$ cat config.mk
export PLATFORM = sky130hd
export DESIGN_NAME = control_ram_write_arbiter
export DESIGN_NICKNAME = d
export VERILOG_FILES = /design/src/rtl/calc_pkg.sv /design/src/rtl/control_ram_write_arbiter_pkg.sv /design/src/rtl/params_pkg.sv /design/src/rtl/control_ram_write_arbiter_rr_priority_pick.sv /design/src/rtl/control_ram_write_arbiter.sv
export SDC_FILE = /design/constraint.sdc
export NUM_CORES = 1
export LEC_CHECK = 0
export CAP_MARGIN = 10
export CORE_MARGIN = 1
export CORE_UTILIZATION = 39
export DETAILED_ROUTE_END_ITERATION = 7
export PLACE_DENSITY = 0.81
export SYNTH_ARGS = -nofsm -noshare
export SYNTH_HDL_FRONTEND = slang
export SYNTH_SLANG_ARGS = --single-unit
$ cat constraint.sdc
create_clock -name clk -period 3.2 [get_ports clk]
set_clock_uncertainty 0.2 [all_clocks]
set_input_delay 0.48 -clock clk [delete_from_list [all_inputs] [get_ports clk]]
set_output_delay 0.48 -clock clk [all_outputs]
set_load 0.02 [all_outputs]
$ cat src/rtl/calc_pkg.sv
// Address and field width helpers derived from framebuffer geometry.
package calc_pkg;
  function automatic int unsigned clog2_min1(input int unsigned v);
    return (v <= 2) ? 1 : $clog2(v);
  endfunction

  function automatic int unsigned num_row_address_bits(input int unsigned pixel_height);
    return clog2_min1(pixel_height);
  endfunction

  function automatic int unsigned num_column_address_bits(input int unsigned pixel_width);
    return clog2_min1(pixel_width);
  endfunction

  function automatic int unsigned num_pixelcolorselect_bits(input int unsigned bytes_per_pixel);
    return clog2_min1(bytes_per_pixel);
  endfunction

  function automatic int unsigned num_requester_index_bits(input int unsigned num_requesters);
    return clog2_min1(num_requesters);
  endfunction
endpackage

$ cat src/rtl/control_ram_write_arbiter_pkg.sv
// Shared types for the framebuffer write-port arbiter.
package control_ram_write_arbiter_pkg;
  typedef enum logic [0:0] {StIdle, StOwned} arb_state_e;
endpackage

$ cat src/rtl/params_pkg.sv
// Default framebuffer geometry shared by the control command blocks.
package params_pkg;
  localparam int unsigned BYTES_PER_PIXEL = 3;
  localparam int unsigned PIXEL_HEIGHT    = 64;
  localparam int unsigned PIXEL_WIDTH     = 64;
endpackage

$ cat src/rtl/control_ram_write_arbiter_rr_priority_pick.sv
// Combinational round-robin pick: first set request at or above ptr, wrapping at N.
module rr_priority_pick #(
  parameter int unsigned N  = 4,
  parameter int unsigned IW = 2
) (
  input  logic [N-1:0]  req,
  input  logic [IW-1:0] ptr,
  output logic [N-1:0]  pick,
  output logic [IW-1:0] idx
);
  logic [IW-1:0] cand;
  logic          found;

  always_comb begin
    pick  = '0;
    idx   = '0;
    found = 1'b0;
    cand  = '0;
    for (int unsigned k = 0; k < N; k++) begin
      cand = IW'((32'(ptr) + k) % N);
      if (!found && req[cand]) begin
        found      = 1'b1;
        pick[cand] = 1'b1;
        idx        = cand;
      end
    end
  end
endmodule

$ cat src/rtl/control_ram_write_arbiter.sv
// Round-robin owner arbitration of the framebuffer write port with a registered write path.
// Optional ownership watchdog: define CONTROL_RAM_ARBITER_TIMEOUT_EN.
module control_ram_write_arbiter
  import control_ram_write_arbiter_pkg::*;
#(
  parameter int unsigned NUM_REQUESTERS  = 4,
  parameter int unsigned BYTES_PER_PIXEL = params_pkg::BYTES_PER_PIXEL,
  parameter int unsigned PIXEL_HEIGHT    = params_pkg::PIXEL_HEIGHT,
  parameter int unsigned PIXEL_WIDTH     = params_pkg::PIXEL_WIDTH,
  parameter int unsigned TIMEOUT_CYCLES  = 1024,
  localparam int unsigned RW = calc_pkg::num_row_address_bits(PIXEL_HEIGHT),
  localparam int unsigned CW = calc_pkg::num_column_address_bits(PIXEL_WIDTH),
  localparam int unsigned PW = calc_pkg::num_pixelcolorselect_bits(BYTES_PER_PIXEL),
  localparam int unsigned IW = calc_pkg::num_requester_index_bits(NUM_REQUESTERS)
) (
  input  logic                         clk,
  input  logic                         reset,
  input  logic [NUM_REQUESTERS-1:0]    req,
  input  logic [NUM_REQUESTERS-1:0]    req_done,
  input  logic [NUM_REQUESTERS-1:0]    req_we,
  input  logic [NUM_REQUESTERS*RW-1:0] req_row,
  input  logic [NUM_REQUESTERS*CW-1:0] req_col,
  input  logic [NUM_REQUESTERS*PW-1:0] req_pixel,
  input  logic [NUM_REQUESTERS*8-1:0]  req_data,
  output logic [NUM_REQUESTERS-1:0]    grant,
  output logic                         ram_we,
  output logic [RW-1:0]                ram_row,
  output logic [CW-1:0]                ram_col,
  output logic [PW-1:0]                ram_pixel,
  output logic [7:0]                   ram_data,
  output logic                         busy,
  output logic                         err_drop
`ifdef CONTROL_RAM_ARBITER_TIMEOUT_EN
  ,
  output logic                         timeout_pulse
`endif
);

  if (NUM_REQUESTERS < 2 || NUM_REQUESTERS > 8 || TIMEOUT_CYCLES < 2) begin : gen_param_check
    $error("control_ram_write_arbiter: illegal parameter value");
  end

  arb_state_e                state_q, state_d;
  logic [IW-1:0]             owner_q, owner_d;
  logic [IW-1:0]             ptr_q, ptr_d;
  logic [NUM_REQUESTERS-1:0] grant_q, grant_d;
  logic [NUM_REQUESTERS-1:0] pick;
  logic [IW-1:0]             pick_idx;
  logic                      owned;
  logic                      user_release;
  logic                      timeout_hit;

  logic          ram_we_q;
  logic [RW-1:0] ram_row_q;
  logic [CW-1:0] ram_col_q;
  logic [PW-1:0] ram_pixel_q;
  logic [7:0]    ram_data_q;
  logic          err_drop_q;

  rr_priority_pick #(
    .N  (NUM_REQUESTERS),
    .IW (IW)
  ) u_pick (
    .req  (req),
    .ptr  (ptr_q),
    .pick (pick),
    .idx  (pick_idx)
  );

  assign owned        = (state_q == StOwned);
  assign user_release = req_done[owner_q] | ~req[owner_q];

`ifdef CONTROL_RAM_ARBITER_TIMEOUT_EN
  localparam int unsigned TW = $clog2(TIMEOUT_CYCLES) + 1;

  logic [TW-1:0] cnt_q, cnt_d;
  logic          timeout_q;

  assign timeout_hit = owned && (cnt_q == TW'(TIMEOUT_CYCLES - 1));
  // Count only while ownership continues; any entry into OWNED starts from zero.
  assign cnt_d = (owned && state_d == StOwned) ? cnt_q + 1'b1 : '0;

  always_ff @(posedge clk or posedge reset) begin
    if (reset) begin
      cnt_q     <= '0;
      timeout_q <= 1'b0;
    end else begin
      cnt_q     <= cnt_d;
      timeout_q <= timeout_hit && !user_release;
    end
  end

  assign timeout_pulse = timeout_q;
`else
  assign timeout_hit = 1'b0;
`endif

  // State register
  always_ff @(posedge clk or posedge reset) begin
    if (reset) begin
      state_q <= StIdle;
      owner_q <= '0;
      ptr_q   <= '0;
      grant_q <= '0;
    end else begin
      state_q <= state_d;
      owner_q <= owner_d;
      ptr_q   <= ptr_d;
      grant_q <= grant_d;
    end
  end

  // Next-state logic
  always_comb begin
    state_d = state_q;
    owner_d = owner_q;
    ptr_d   = ptr_q;
    grant_d = grant_q;
    unique case (state_q)
      StIdle: begin
        if (|req) begin
          state_d = StOwned;
          owner_d = pick_idx;
          grant_d = pick;
        end
      end
      StOwned: begin
        if (user_release || timeout_hit) begin
          state_d = StIdle;
          grant_d = '0;
          ptr_d   = (owner_q == IW'(NUM_REQUESTERS - 1)) ? '0 : owner_q + 1'b1;
        end
      end
      default: state_d = StIdle;
    endcase
  end

  // Outputs
  always_comb begin
    busy      = owned;
    grant     = grant_q;
    ram_we    = ram_we_q;
    ram_row   = ram_row_q;
    ram_col   = ram_col_q;
    ram_pixel = ram_pixel_q;
    ram_data  = ram_data_q;
    err_drop  = err_drop_q;
  end

  // Registered write path; only the owner's strobe reaches the RAM.
  always_ff @(posedge clk or posedge reset) begin
    if (reset) begin
      ram_we_q    <= 1'b0;
      ram_row_q   <= '0;
      ram_col_q   <= '0;
      ram_pixel_q <= '0;
      ram_data_q  <= '0;
      err_drop_q  <= 1'b0;
    end else begin
      ram_we_q <= 1'b0;
      if (owned && req_we[owner_q]) begin
        ram_we_q    <= 1'b1;
        ram_row_q   <= req_row[int'(owner_q) * RW +: RW];
        ram_col_q   <= req_col[int'(owner_q) * CW +: CW];
        ram_pixel_q <= req_pixel[int'(owner_q) * PW +: PW];
        ram_data_q  <= req_data[int'(owner_q) * 8 +: 8];
      end
      if (|(req_we & ~grant_q)) begin
        err_drop_q <= 1'b1;
      end
    end
  end

endmodule
; ---- Word level (Yosys, flattened, before mapping)
; Cells that the tools add are included.
[classes]
n_addsub = 4
multipliers = 1
order_cmp = 9
n_eq_ne = 3
shifts = 4
n_mux = 41
bitwise = 8
reduce_logical = 16
[ops]
columns = operator, count
row1 = 24-bit by 6-bit variable part select with 6-bit output, 2
row2 = 32-bit by 6-bit variable part select with 8-bit output, 1
row3 = 4-bit two-way mux, 6
row4 = 1-bit two-way mux, 17
row5 = "2-bit by 3-bit < comparator with 1-bit output, second input constant", 5
row6 = 1-bit binary-select mux with 2-bit select, 7
row7 = 4-bit OR, 3
row8 = 2-bit two-way mux, 5
row9 = 1-bit demux with 2-bit select, 4
row10 = "2-bit by 1-bit greater-or-equal comparator with 1-bit output, second input constant", 4
row11 = 1-bit logical AND, 8
row12 = 4-bit one-hot mux with 2 select lines, 1
row13 = 4-bit OR reduction, 2
row14 = 8-bit by 4-bit variable part select with 2-bit output, 1
row15 = 2-bit AND reduction, 3
row16 = "2-bit by 1-bit adder with 2-bit output, second input constant", 2
row17 = "2-bit adder, second input constant", 2
row18 = 4-bit AND, 1
row19 = "2-bit by 2-bit multiplier with 4-bit output, second input constant", 1
row20 = 4-bit inverter, 1
row21 = 1-bit zero test, 3
row22 = "2-bit equality test, second input constant", 1
row23 = "2-bit by 1-bit inequality test with 1-bit output, second input constant", 1
row24 = "2-bit inequality test, second input constant", 1
row25 = 3 further kinds, 4
[totals]
ff_bits = 33
input_bits = 102
out_inout_bits = 29
elab_cells = 96

; ---- Logic depth before layout (Yosys ltp)
; Gate-level depths: netlist of run 1.
[logic_depth]
depth_word = 14
mapped_depth = 9
depth_no_buf = 7

; ---- Hierarchy
; A second synthesis of run 1 with hierarchy kept.
[unflattened]
hier_cells = 190
hier_area_um2 = 2497.4
[modules_own_cells]
columns = mod, instances, cells_each, area_each_um2, seq_area_each_um2
row1 = control_ram_write_arbiter, 1, 125, 2008.2, 825.8
row2 = rr_priority_pick, 1, 65, 489.2, 0.0

; ---- Worst setup path before layout of run 1
; Ideal clock, no wire load.
[synth_path]
path_kind = flip-flop to flip-flop
startpoint = reg ptr_q[0]
endpoint = reg grant_q[0], in the netlist grant[0]
setup_ns = 0.139
arrival_time_ns = 2.333
required_ns = 2.861
path_slack_ns = 0.528
path_stages_with_launch = 9
n_path_buf = 2
synth_period_minus_slack_ns = 2.672
path_cell_list = dfrtp_1 > buf_6 > buf_2 > inv_1 > ha_1 > mux4_2 > a221o_1 > o211ai_1 > o221ai_1
[synth_via]
elab_chain_cells = 14
elab_cells_between_ends = 49
cone_classes = 3 x add/sub / 8 x order compare / 25 x mux / 3 x bitwise / 10 x reduce/logical
[synth_lines]
columns = item, line_no
row1 = start: declaration, control_ram_write_arbiter.sv:45  ; logic [IW-1:0] ptr_q, ptr_d;
row2 = start signal: assignment, control_ram_write_arbiter.sv:108  ; ptr_q <= ptr_d;
row3 = branches (longest 11 deep; another with 2-bit by 3-bit < comparator with 1-bit output), --
row4 = 4-bit two-way mux *, control_ram_write_arbiter_rr_priority_pick.sv:21  ; if (!found && req[cand]) begin
row5 = 4-bit two-way mux *, control_ram_write_arbiter.sv:121  ; if (|req) begin
row6 = 4-bit one-hot mux with 2 select lines *, control_ram_write_arbiter.sv:119  ; unique case (state_q)
row7 = end signal: assignment, control_ram_write_arbiter.sv:109  ; grant_q <= grant_d;
row8 = end: declaration, control_ram_write_arbiter.sv:46  ; logic [NUM_REQUESTERS-1:0] grant_q, grant_d;
; Mark *: on every way between the ends. The select of a mux whose other input is x is not followed.
; A chain may end at the register's enable or synchronous reset.

; ---- Worst setup path after layout of run 1
[layout_path]
startpoint = reg ptr_q[1]
endpoint = reg grant_q[2], in the netlist grant[2]
; The elaborated chain is that of the path after synthesis.

==> qor.csv, run 1 <==
metric,value,unit
Tcrit/Tclk final,84.1,%
reg2reg end,grant[2],
clock share of power,10.6,%
Routed Antenna Nets,0,
die height,79.5,microns
Ys Warns,0,
hold buffer count at cts,0,
"Req. time, crit path",3.15,ns
max_cap viols,0,
Final Hold Fails,0,
R2R cell count,6,
Post-DP HPWL,5.43,mm
slew margin rel.,63.9,%
root buf cell,clkbuf_8,
clock latency on the worst-skew pair,0.27,ns
net switching power,1.22,mW
Die ar.,0.00632,sq mm
Yosys reg bits,33,
Mapped Area,0.00234,sq mm
worst slew pin tran,0.537,ns
post-synth cell types,41,
share of flip-flops with an asynchronous set or reset,100,%
DRC,0,
layout cells sized above 1,21.2,%
# diodes,0,
nets@finish,426,
Worst Hold Class,flip-flop to flip-flop,
Die X,79.5,microns
DRT Pass-1 Iters,4,
post-synth top area share,35.2,%
Seq pwr share,25.6,%
final setup vio count,0,
initial antenna violation count,0,
Mean Syn Cell Area,12.5,sq um
RSZ-0062 raised after global routing,false,
Tmin final,2.69,ns
drt wl/cell,17.2,microns
status,completed,
CP endpoint,grant[2],
pin count of the biggest net entering global routing,34,
Mapped Nets,298,
wire length after detailed routing,6.68,mm
PortBufs,130,
Cell Int Power,1.91,mW
# resized after CTS,0,
vias per std cell,5.44,
clk buf depth,2,
Net Sw Frac,39.0,%
FMAX,372,MHz
"Seq/Total Area, Yosys",35.2,%
FF-to-FF setup slack,0.51,ns
number of synthesized flops with an enable pin,0,
endpoint class of the critical path,flip-flop,
row count,27,
first-pass GRT wire length,10.6,mm
"area leader, netlist",dfrtp_1,
Max IR drop VDD,414,uV
clock-pin slew on the worst setup and hold paths,0.06,ns
Synth-to-Final Area Change,61.7,%
WP data arrival,2.64,ns
CTS sink count,33,
Crit Path Max Fanout,9,
H-tree levels,2,
core region area,0.00564,sq mm
Main synth FF type,dfrtp_1,
Leakage,1.49,nW
starting density of the core,41.5,%
Critical path origin,ptr_q[1],
setup bufs post-CTS,0,
detailed-route via count,2110,
Worst setup SP type,flip-flop,
fillers,431,
grt ovf,0,
vias in the first global route,2113,
"Slew Viols, Final",0,
Reg-to-Reg Start,ptr_q[1],
CTS tree,done,
GRT Util Overall,21.9,%
I/O pins,131,
Final Wtd Congestion,0.842,
Fin Setup TNS,0,ns
critical path class,flip-flop to flip-flop,
Iter 0 DRT Violations,54,
CTS Buf Count,5,
Tot Pwr,3.13,mW
P per Cell Area,827,mW/mm^2
Comb pwr share,63.8,%
top post-synthesis cells by area,"dfrtp_1 35%, mux4_2 23%, mux2_2 11%",
Mapped Cells,187,
-- placed cells by master, fill, tap and decap left out, drive strengths merged, types with 3 or more instances in the layout --
master and count:
ha 9, a31oi 4, nand2 9, mux4 24, a221o 3, nor2 4
nor3b 4, inv 16, o221ai 3, mux2 25, dfrtp 33, o21ai 6
o211ai 3, a21oi 6, clkbuf 7, buf 5, clkdlybuf4s50 130, mux2i 3
-- cell usage after synthesis (4+ instances only) --
cell type	instances
nor2_1	4
inv_1	16
nor3b_1	4
o21ai_0	4
buf_2	8
dfrtp_1	33
mux2_2	23
mux4_2	24
nand2_1	9
a21oi_1	5
ha_1	9
a31oi_1	4
-- logic make-up (layout without fill, tap and decap cells) --
| kind of cell | count (synthesis) | count (layout) | synth area share, % |
|---|---|---|---|
| and+or+nand+nor | 29 | 29 | 6.62 |
| AOI/OAI and AO/OA | 34 | 34 | 10.8 |
| DFF | 33 | 33 | 35.2 |
| adders and majority gates | 9 | 9 | 4.81 |
| muxes | 52 | 52 | 36.4 |
| buffers and inverters | 30 | 159 | 6.19 |
-- worst max-delay path, cell delays in order (launching register included) --
cell and delay (ns):
dfrtp_1 0.51, inv_1 0.19, ha_1 0.44, mux4_2 0.61, a221o_1 0.38, o211ai_1 0.09, o221ai_1 0.13
-- final cells by class --
class                      count  area, sq um  share of cell area, %
multi-input combinational    124         1370                   36.2
timing repair buffer         135         1340                   35.3
inverter                      16         60.1                   1.58
clock buffer                   7         96.3                   2.54
clock inverter                 1         5.00                  0.132
sequential                    33          827                   21.8
tap                           72         90.1                   2.38
-- power by group through the flow --
| stage | Combinational (mW) | Sequential, mW | Clock (mW) |
|---|---|---|---|
| 2_1_floorplan | 1.14 | 0.965 | 0 |
| 3_3_place_gp | 1.99 | 0.798 | 0 |
| 3_5_place_dp | 2.01 | 0.814 | 0 |
| 4_1_cts | 2.02 | 0.806 | 0.340 |
| 5_1_grt | 2.15 | 0.834 | 0.365 |
| 6_report | 2.00 | 0.802 | 0.332 |
-- how the worst min path moves through the flow --
| stage | to | start | cells after the start | slack, ns |
|---|---|---|---|---|
| final | err_drop | err_drop | 2 | 0.28 |
| after global routing | ram_col[0] | ram_col[0] | 1 | 0.31 |
| after CTS | err_drop | err_drop | 2 | 0.28 |
| after detailed placement | err_drop | err_drop | 2 | 0.26 |
| after global placement | err_drop | err_drop | 2 | 0.25 |
| after floorplan | ptr_q[0] | owner_q[1] | 2 | 0.36 |
-- state kept, by name, summed over array words and instances, names as in the netlist --
signal     flops
busy           1
err_drop       1
grant          4
owner_q        2
ptr_q          2
ram_col        6
ram_data       8
ram_pixel      2
ram_row        6
ram_we         1
-- stage by stage --
| stage | utilization (%) | worst slack [ns] | cell area (sq um) | hold WS, ns | instances |
|---|---|---|---|---|---|
| global placement | 65.4 | 0.594 | 3690 | 0.254 | 380 |
| finish | 67.2 | 0.510 | 3790 | 0.275 | 388 |
| detailed placement | 65.4 | 0.523 | 3690 | 0.263 | 380 |
| global route | 67.2 | 0.343 | 3790 | 0.310 | 388 |
| CTS | 67.2 | 0.506 | 3790 | 0.280 | 388 |
| floorplan | - | 0.528 | 2340 | 0.359 | 187 |
-- layer usage --
| metal | vias to the layer above | routed length [microns] | GRT usage [%] |
|---|---|---|---|
| li1 | 977 | - | - |
| met1 | 1031 | 2670 | 26.1 |
| met2 | 90 | 3270 | 37.9 |
| met4 | 0 | 95 | 4.91 |
| met5 | - | 0 | 0 |
| met3 | 12 | 641 | 7.09 |
Note: power is estimated with default switching activity, not from simulation.
==> run 2, diff against run 1 <==
==> constraint.sdc (replaced) <==
create_clock -name clk -period 2.5 [get_ports clk]
set_clock_uncertainty 0.2 [all_clocks]
set_input_delay 0.375 -clock clk [delete_from_list [all_inputs] [get_ports clk]]
set_output_delay 0.375 -clock clk [all_outputs]
set_load 0.02 [all_outputs]
==> qor.csv, run 2 (synthesis results as in run 1) <==
metric,value,unit,change
status,completed,,
Crit Path Max Fanout,7,,-2
first-pass GRT wire length,11.2,mm,+5.5%
starting density of the core,41.5,%,unchanged
clock share of power,10.6,%,about the same
Die ar.,0.00632,sq mm,unchanged
Tcrit/Tclk final,91.2,%,+7.2 points
max reg flops,8,,unchanged
Critical path origin,ptr_q[0],,
root buf cell,clkbuf_8,,
wire length after detailed routing,7.21,mm,+8.0%
CP endpoint,grant[1],,
Final Wtd Congestion,0.918,,+9.1%
DRT Pass-1 Iters,5,,+1
Die X,79.5,microns,unchanged
reg2reg end,grant[1],,
worst setup margin,0.219,ns,-0.291 ns
DRC,0,,unchanged
area occupied by multi-input gates,0.00139,sq mm,+0.91%
"worst slack, placed",0.127,ns,-0.396 ns
final setup vio count,0,,unchanged
die height,79.5,microns,unchanged
"most common cell after layout, fill and taps aside",clkdlybuf4s50_1,,
CP cell instances,"inv_2, ha_4, mux4_2, a221o_1, o211ai_1, o221ai_1",,
worst slew pin tran,0.428,ns,-0.109 ns
CP max-delay cell,mux4_2,,
layout cells sized above 1,24.0,%,+2.8 points
"Slew Viols, Final",0,,unchanged
Reg-to-Reg Start,ptr_q[0],,
drt wl/cell,18.2,microns,+5.5%
FMAX,438,MHz,+18%
nets@finish,435,,+2.1%
met1 Use GR,28.6,%,+2.4 points
M2 GR Usage,39.7,%,+1.8 points
Worst Hold Class,input pin to asynchronous set/reset pin,,
Net Sw Frac,38.9,%,about the same
CP peak stage delay,0.58,ns,-0.03 ns
clock-pin slew on the worst setup and hold paths,0.07,ns,about the same
PortBufs,130,,unchanged
Worst setup SP type,flip-flop,,
"Most Used Layer, Global Route",met2,,
CTS tree,done,,
pin count of the biggest net entering global routing,34,,unchanged
core region area,0.00564,sq mm,unchanged
fillers,409,,-5.1%
WP data arrival,2.24,ns,-0.40 ns
detailed-route via count,2161,,+2.4%
Comb pwr share,65.8,%,+2.0 points
"Req. time, crit path",2.46,ns,-0.69 ns
Iter 0 DRT Violations,157,,+190%
routing usage on met3,6.74,%,-0.34 points
clk buf depth,2,,unchanged
Tmin final,2.28,ns,-0.409 ns
initial antenna violation count,0,,unchanged
grt ovf,0,,unchanged
H-tree levels,2,,unchanged
Synth-to-Final Area Change,66.2,%,
# resized after CTS,0,,unchanged
FF+latch area,827,sq um,unchanged
R2R cell count,6,,unchanged
Cell Int Power,2.56,mW,+34%
clock latency on the worst-skew pair,0.29,ns,+0.02 ns
critical path class,flip-flop to flip-flop,,
max_cap viols,0,,unchanged
slew margin rel.,70.7,%,+6.8 points
Post-DP HPWL,5.87,mm,+8.2%
Seq pwr share,23.6,%,-2.0 points
Final Hold Fails,0,,unchanged
row count,27,,unchanged
GRT Util Overall,23.4,%,+1.6 points
vias in the first global route,2196,,+3.9%
RSZ-0062 raised after global routing,false,,
vias per std cell,5.44,,about the same
hold buffer count at cts,0,,unchanged
P per Cell Area,1080,mW/mm^2,+30%
I/O pins,131,,unchanged
setup bufs post-CTS,0,,unchanged
FF-to-FF setup slack,0.22,ns,-0.29 ns
CTS Buf Count,5,,unchanged
Routed Antenna Nets,0,,unchanged
CTS sink count,33,,unchanged
Leakage,1.54,nW,+3.6%
Fin Setup TNS,0,ns,unchanged
endpoint class of the critical path,flip-flop,,
most frequent cells in the layout,"130 x clkdlybuf4s50_1, 32 x dfrtp_1, 24 x mux4_2",,
Max IR drop VDD,655,uV,+58%
# diodes,0,,unchanged
net switching power,1.63,mW,+34%
## run 2: cell count changes in the layout (fill, tap and decap cells not counted), sizes merged
cell	change
buf	+9
## run 2: worst max-delay path: cells and delay by family, from the launching register on
| family | cells | cell delay [ns] |
|---|---|---|
| AO/OA/AOI/OAI | 3 | 0.58 |
| multiplexers | 1 | 0.58 |
| adder cells (fa/ha/maj) | 1 | 0.32 |
| buffers and inverters | 1 | 0.10 |
| flip-flops | 1 | 0.37 |
## run 2: power groups by stage
stage	Sequential, mW	Clock [mW]	Combinational [mW]
2_1_floorplan	1.23	0	1.49
6_report	0.989	0.442	2.76
4_1_cts	0.990	0.451	2.78
3_3_place_gp	0.975	0	2.73
3_5_place_dp	1.00	0	2.78
5_1_grt	1.02	0.473	2.96
## run 2: worst min path at each step
stage	to	depth (start not counted)	slack, ns	from
4_1_cts	err_drop	2	0.27	err_drop
3_5_place_dp	err_drop	2	0.26	err_drop
3_3_place_gp	err_drop	2	0.26	err_drop
5_1_grt	ram_data[2]	1	0.32	ram_data[2]
2_1_floorplan	busy	1	0.30	reset
6_report	ram_data[6]	3	0.28	reset
## run 2: per-layer routing
| metal | vias up | part of all wire, % |
|---|---|---|
| met5 | - | 0 |
| met2 | 83 | 51 |
| met1 | 1078 | 39 |
| met4 | 0 | 1.4 |
| met3 | 10 | 8.0 |
| li1 | 990 | - |
## run 2: per-stage QoR
| step | power (mW) | std cells | hold slack, ns | utilization, % | instance area (sq um) |
|---|---|---|---|---|---|
| 6_report | 4.19 | 397 | 0.277 | 69.0 | 3890 |
| 5_1_grt | 4.46 | 397 | 0.315 | 69.0 | 3890 |
| 4_1_cts | 4.22 | 397 | 0.274 | 69.0 | 3890 |
| 3_5_place_dp | 3.78 | 389 | 0.257 | 67.2 | 3790 |
| 3_3_place_gp | 3.70 | 389 | 0.255 | 67.2 | 3790 |
| 2_1_floorplan | 2.73 | 187 | 0.302 | - | 2360 |
## run 2: cell type report
class / instances / share of cell area [%]
Sequential cell: 33 / 21.2
Tap cell: 72 / 2.31
Multi-Input combinational cell: 124 / 35.6
Inverter: 16 / 1.54
Timing Repair Buffer: 144 / 36.7
Clock buffer: 7 / 2.47
Clock inverter: 1 / 0.128
==> run 3, diff against run 2 <==
--- a/config.mk
+++ b/config.mk
@@ -8,6 +8,7 @@
 export CAP_MARGIN = 10
 export CORE_MARGIN = 1
 export CORE_UTILIZATION = 39
+export CTS_BUF_LIST = sky130_fd_sc_hd__clkbuf_16
 export DETAILED_ROUTE_END_ITERATION = 7
 export PLACE_DENSITY = 0.81
 export SYNTH_ARGS = -nofsm -noshare
==> qor.csv, run 3 (synthesis results as in run 1) <==
metric,value,unit,change
CTS sink count,33,,unchanged
Tcrit/Tclk final,91.4,%,+0.20 points
clock latency on the worst-skew pair,0.27,ns,-0.02 ns
dpl cells,389,,unchanged
WP data arrival,2.23,ns,about the same
Util after Layout,69.7,%,+0.64 points
setup bufs post-CTS,0,,unchanged
vias in the first global route,2247,,+2.3%
design area,0.00393,sq mm,+0.93%
RSZ-0062 raised after global routing,false,,
fillers,406,,-0.73%
CTS tree,done,,
grt ovf,0,,unchanged
core region area,0.00564,sq mm,unchanged
# diodes,0,,unchanged
Crit Path Max Fanout,7,,unchanged
FMAX,437,MHz,-0.21%
Final Wtd Congestion,0.918,,unchanged
clock-pin slew on the worst setup and hold paths,0.05,ns,-0.02 ns
Die ar.,0.00632,sq mm,unchanged
worst slew pin tran,0.433,ns,+0.00567 ns
wire length after detailed routing,7.40,mm,+2.5%
I/O pins,131,,unchanged
Fin Setup TNS,0,ns,unchanged
"most common cell after layout, fill and taps aside",clkdlybuf4s50_1,,
drt wl/cell,18.6,microns,+2.5%
Worst setup SP type,flip-flop,,
P per Cell Area,1100,mW/mm^2,+2.4%
CP max-delay cell,mux4_2,,
initial antenna violation count,0,,unchanged
area post-placement,0.00379,sq mm,unchanged
slew margin rel.,70.3,%,-0.39 points
PortBufs,130,,unchanged
row count,27,,unchanged
die height,79.5,microns,unchanged
nets@finish,435,,unchanged
hold slack,0.276,ns,-0.000955 ns
DRT Pass-1 Iters,4,,-1
"Slew Viols, Final",0,,unchanged
CP peak stage delay,0.58,ns,about the same
final setup vio count,0,,unchanged
DRC,0,,unchanged
critical path class,flip-flop to flip-flop,,
starting density of the core,41.5,%,unchanged
Max IR drop VDD,655,uV,about the same
max reg flops,8,,unchanged
Worst Hold Class,flip-flop to flip-flop,,
layout cells sized above 1,23.4,%,-0.62 points
Routed Antenna Nets,0,,unchanged
root buf cell,clkbuf_16,,
Leakage,1.56,nW,+0.93%
hold buffer count at cts,0,,unchanged
max_cap viols,0,,unchanged
endpoint class of the critical path,flip-flop,,
pin count of the biggest net entering global routing,34,,unchanged
clk buf depth,2,,unchanged
GRT Util Overall,24.1,%,+0.64 points
CP cell instances,"inv_2, ha_4, mux4_2, a221o_1, o211ai_1, o221ai_1",,
CTS Buf Count,5,,unchanged
critical path buffer and inverter count,1,,unchanged
most frequent cells in the layout,"130 x clkdlybuf4s50_1, 32 x dfrtp_1, 24 x mux4_2",,
H-tree levels,2,,unchanged
first-pass GRT wire length,11.5,mm,+2.4%
Synth-to-Final Area Change,67.8,%,
# resized after CTS,0,,unchanged
detailed-route via count,2166,,+0.23%
Tmin final,2.29,ns,+0.00491 ns
status,completed,,
Final Hold Fails,0,,unchanged
Die X,79.5,microns,unchanged
vias per std cell,5.46,,+0.23%
CP top delay family,compound AO/OA/AOI/OAI gates,,
"Req. time, crit path",2.44,ns,-0.02 ns
Layout Cells excl Fill,397,,unchanged
Iter 0 DRT Violations,112,,-29%
Post-DP HPWL,5.87,mm,unchanged
[run 3: area by class of cell]
| class | count | area [sq um] | share of cell area, % |
|---|---|---|---|
| clock buffers | 5 | 125 | 3.18 |
| clock inverters | 3 | 12.5 | 0.318 |
| inverters | 16 | 60.1 | 1.53 |
| multi-input cells | 124 | 1390 | 35.2 |
| flip-flops and latches | 33 | 827 | 21.0 |
| well taps | 72 | 90.1 | 2.29 |
| repair buffers | 144 | 1430 | 36.4 |
[run 3: path summary, 6_finish.rpt]
kind / from / to / slack, ns / cells after the start
worst max register to register: ptr_q[0] / grant[1] / 0.21 / 6
max in group asynchronous: reset / owner_q[0] / 1.48 / 3
min in group asynchronous: reset / ram_data[6] / 0.30 / 3
worst min register to register: err_drop / err_drop / 0.28 / 2
worst max-delay path: ptr_q[0] / grant[1] / 0.21 / 6
worst min-delay path: err_drop / err_drop / 0.28 / 2
[run 3: per-stage QoR]
step	worst slack (ns)	power [mW]
after CTS	0.217	4.37
after global routing	0.124	4.60
final	0.214	4.33
after global placement	0.147	3.70
after floorplan	0.00632	2.73
after detailed placement	0.127	3.78
[run 3: routing by layer]
| layer | vias to the layer above | global-route usage (%) | wire, microns |
|---|---|---|---|
| met5 | - | 0 | 0 |
| met1 | 1061 | 28.3 | 2790 |
| met4 | 0 | 9.45 | 193 |
| li1 | 994 | - | - |
| met3 | 19 | 7.20 | 570 |
| met2 | 92 | 40.9 | 3840 |
[run 3: power by group]
part / leakage [nW] / internal [mW] / switching [mW] / total [mW]
clock: 0.0687 / 0.359 / 0.209 / 0.568
combinational: 1.10 / 1.51 / 1.26 / 2.77
sequential: 0.389 / 0.806 / 0.188 / 0.994
total: 1.56 / 2.67 / 1.66 / 4.33
[run 3: worst register-to-register path, stage by stage (launching register included)]
cell,delay [ns]
dfrtp_1,0.37
inv_2,0.10
ha_4,0.32
mux4_2,0.58
a221o_1,0.37
o211ai_1,0.08
o221ai_1,0.13
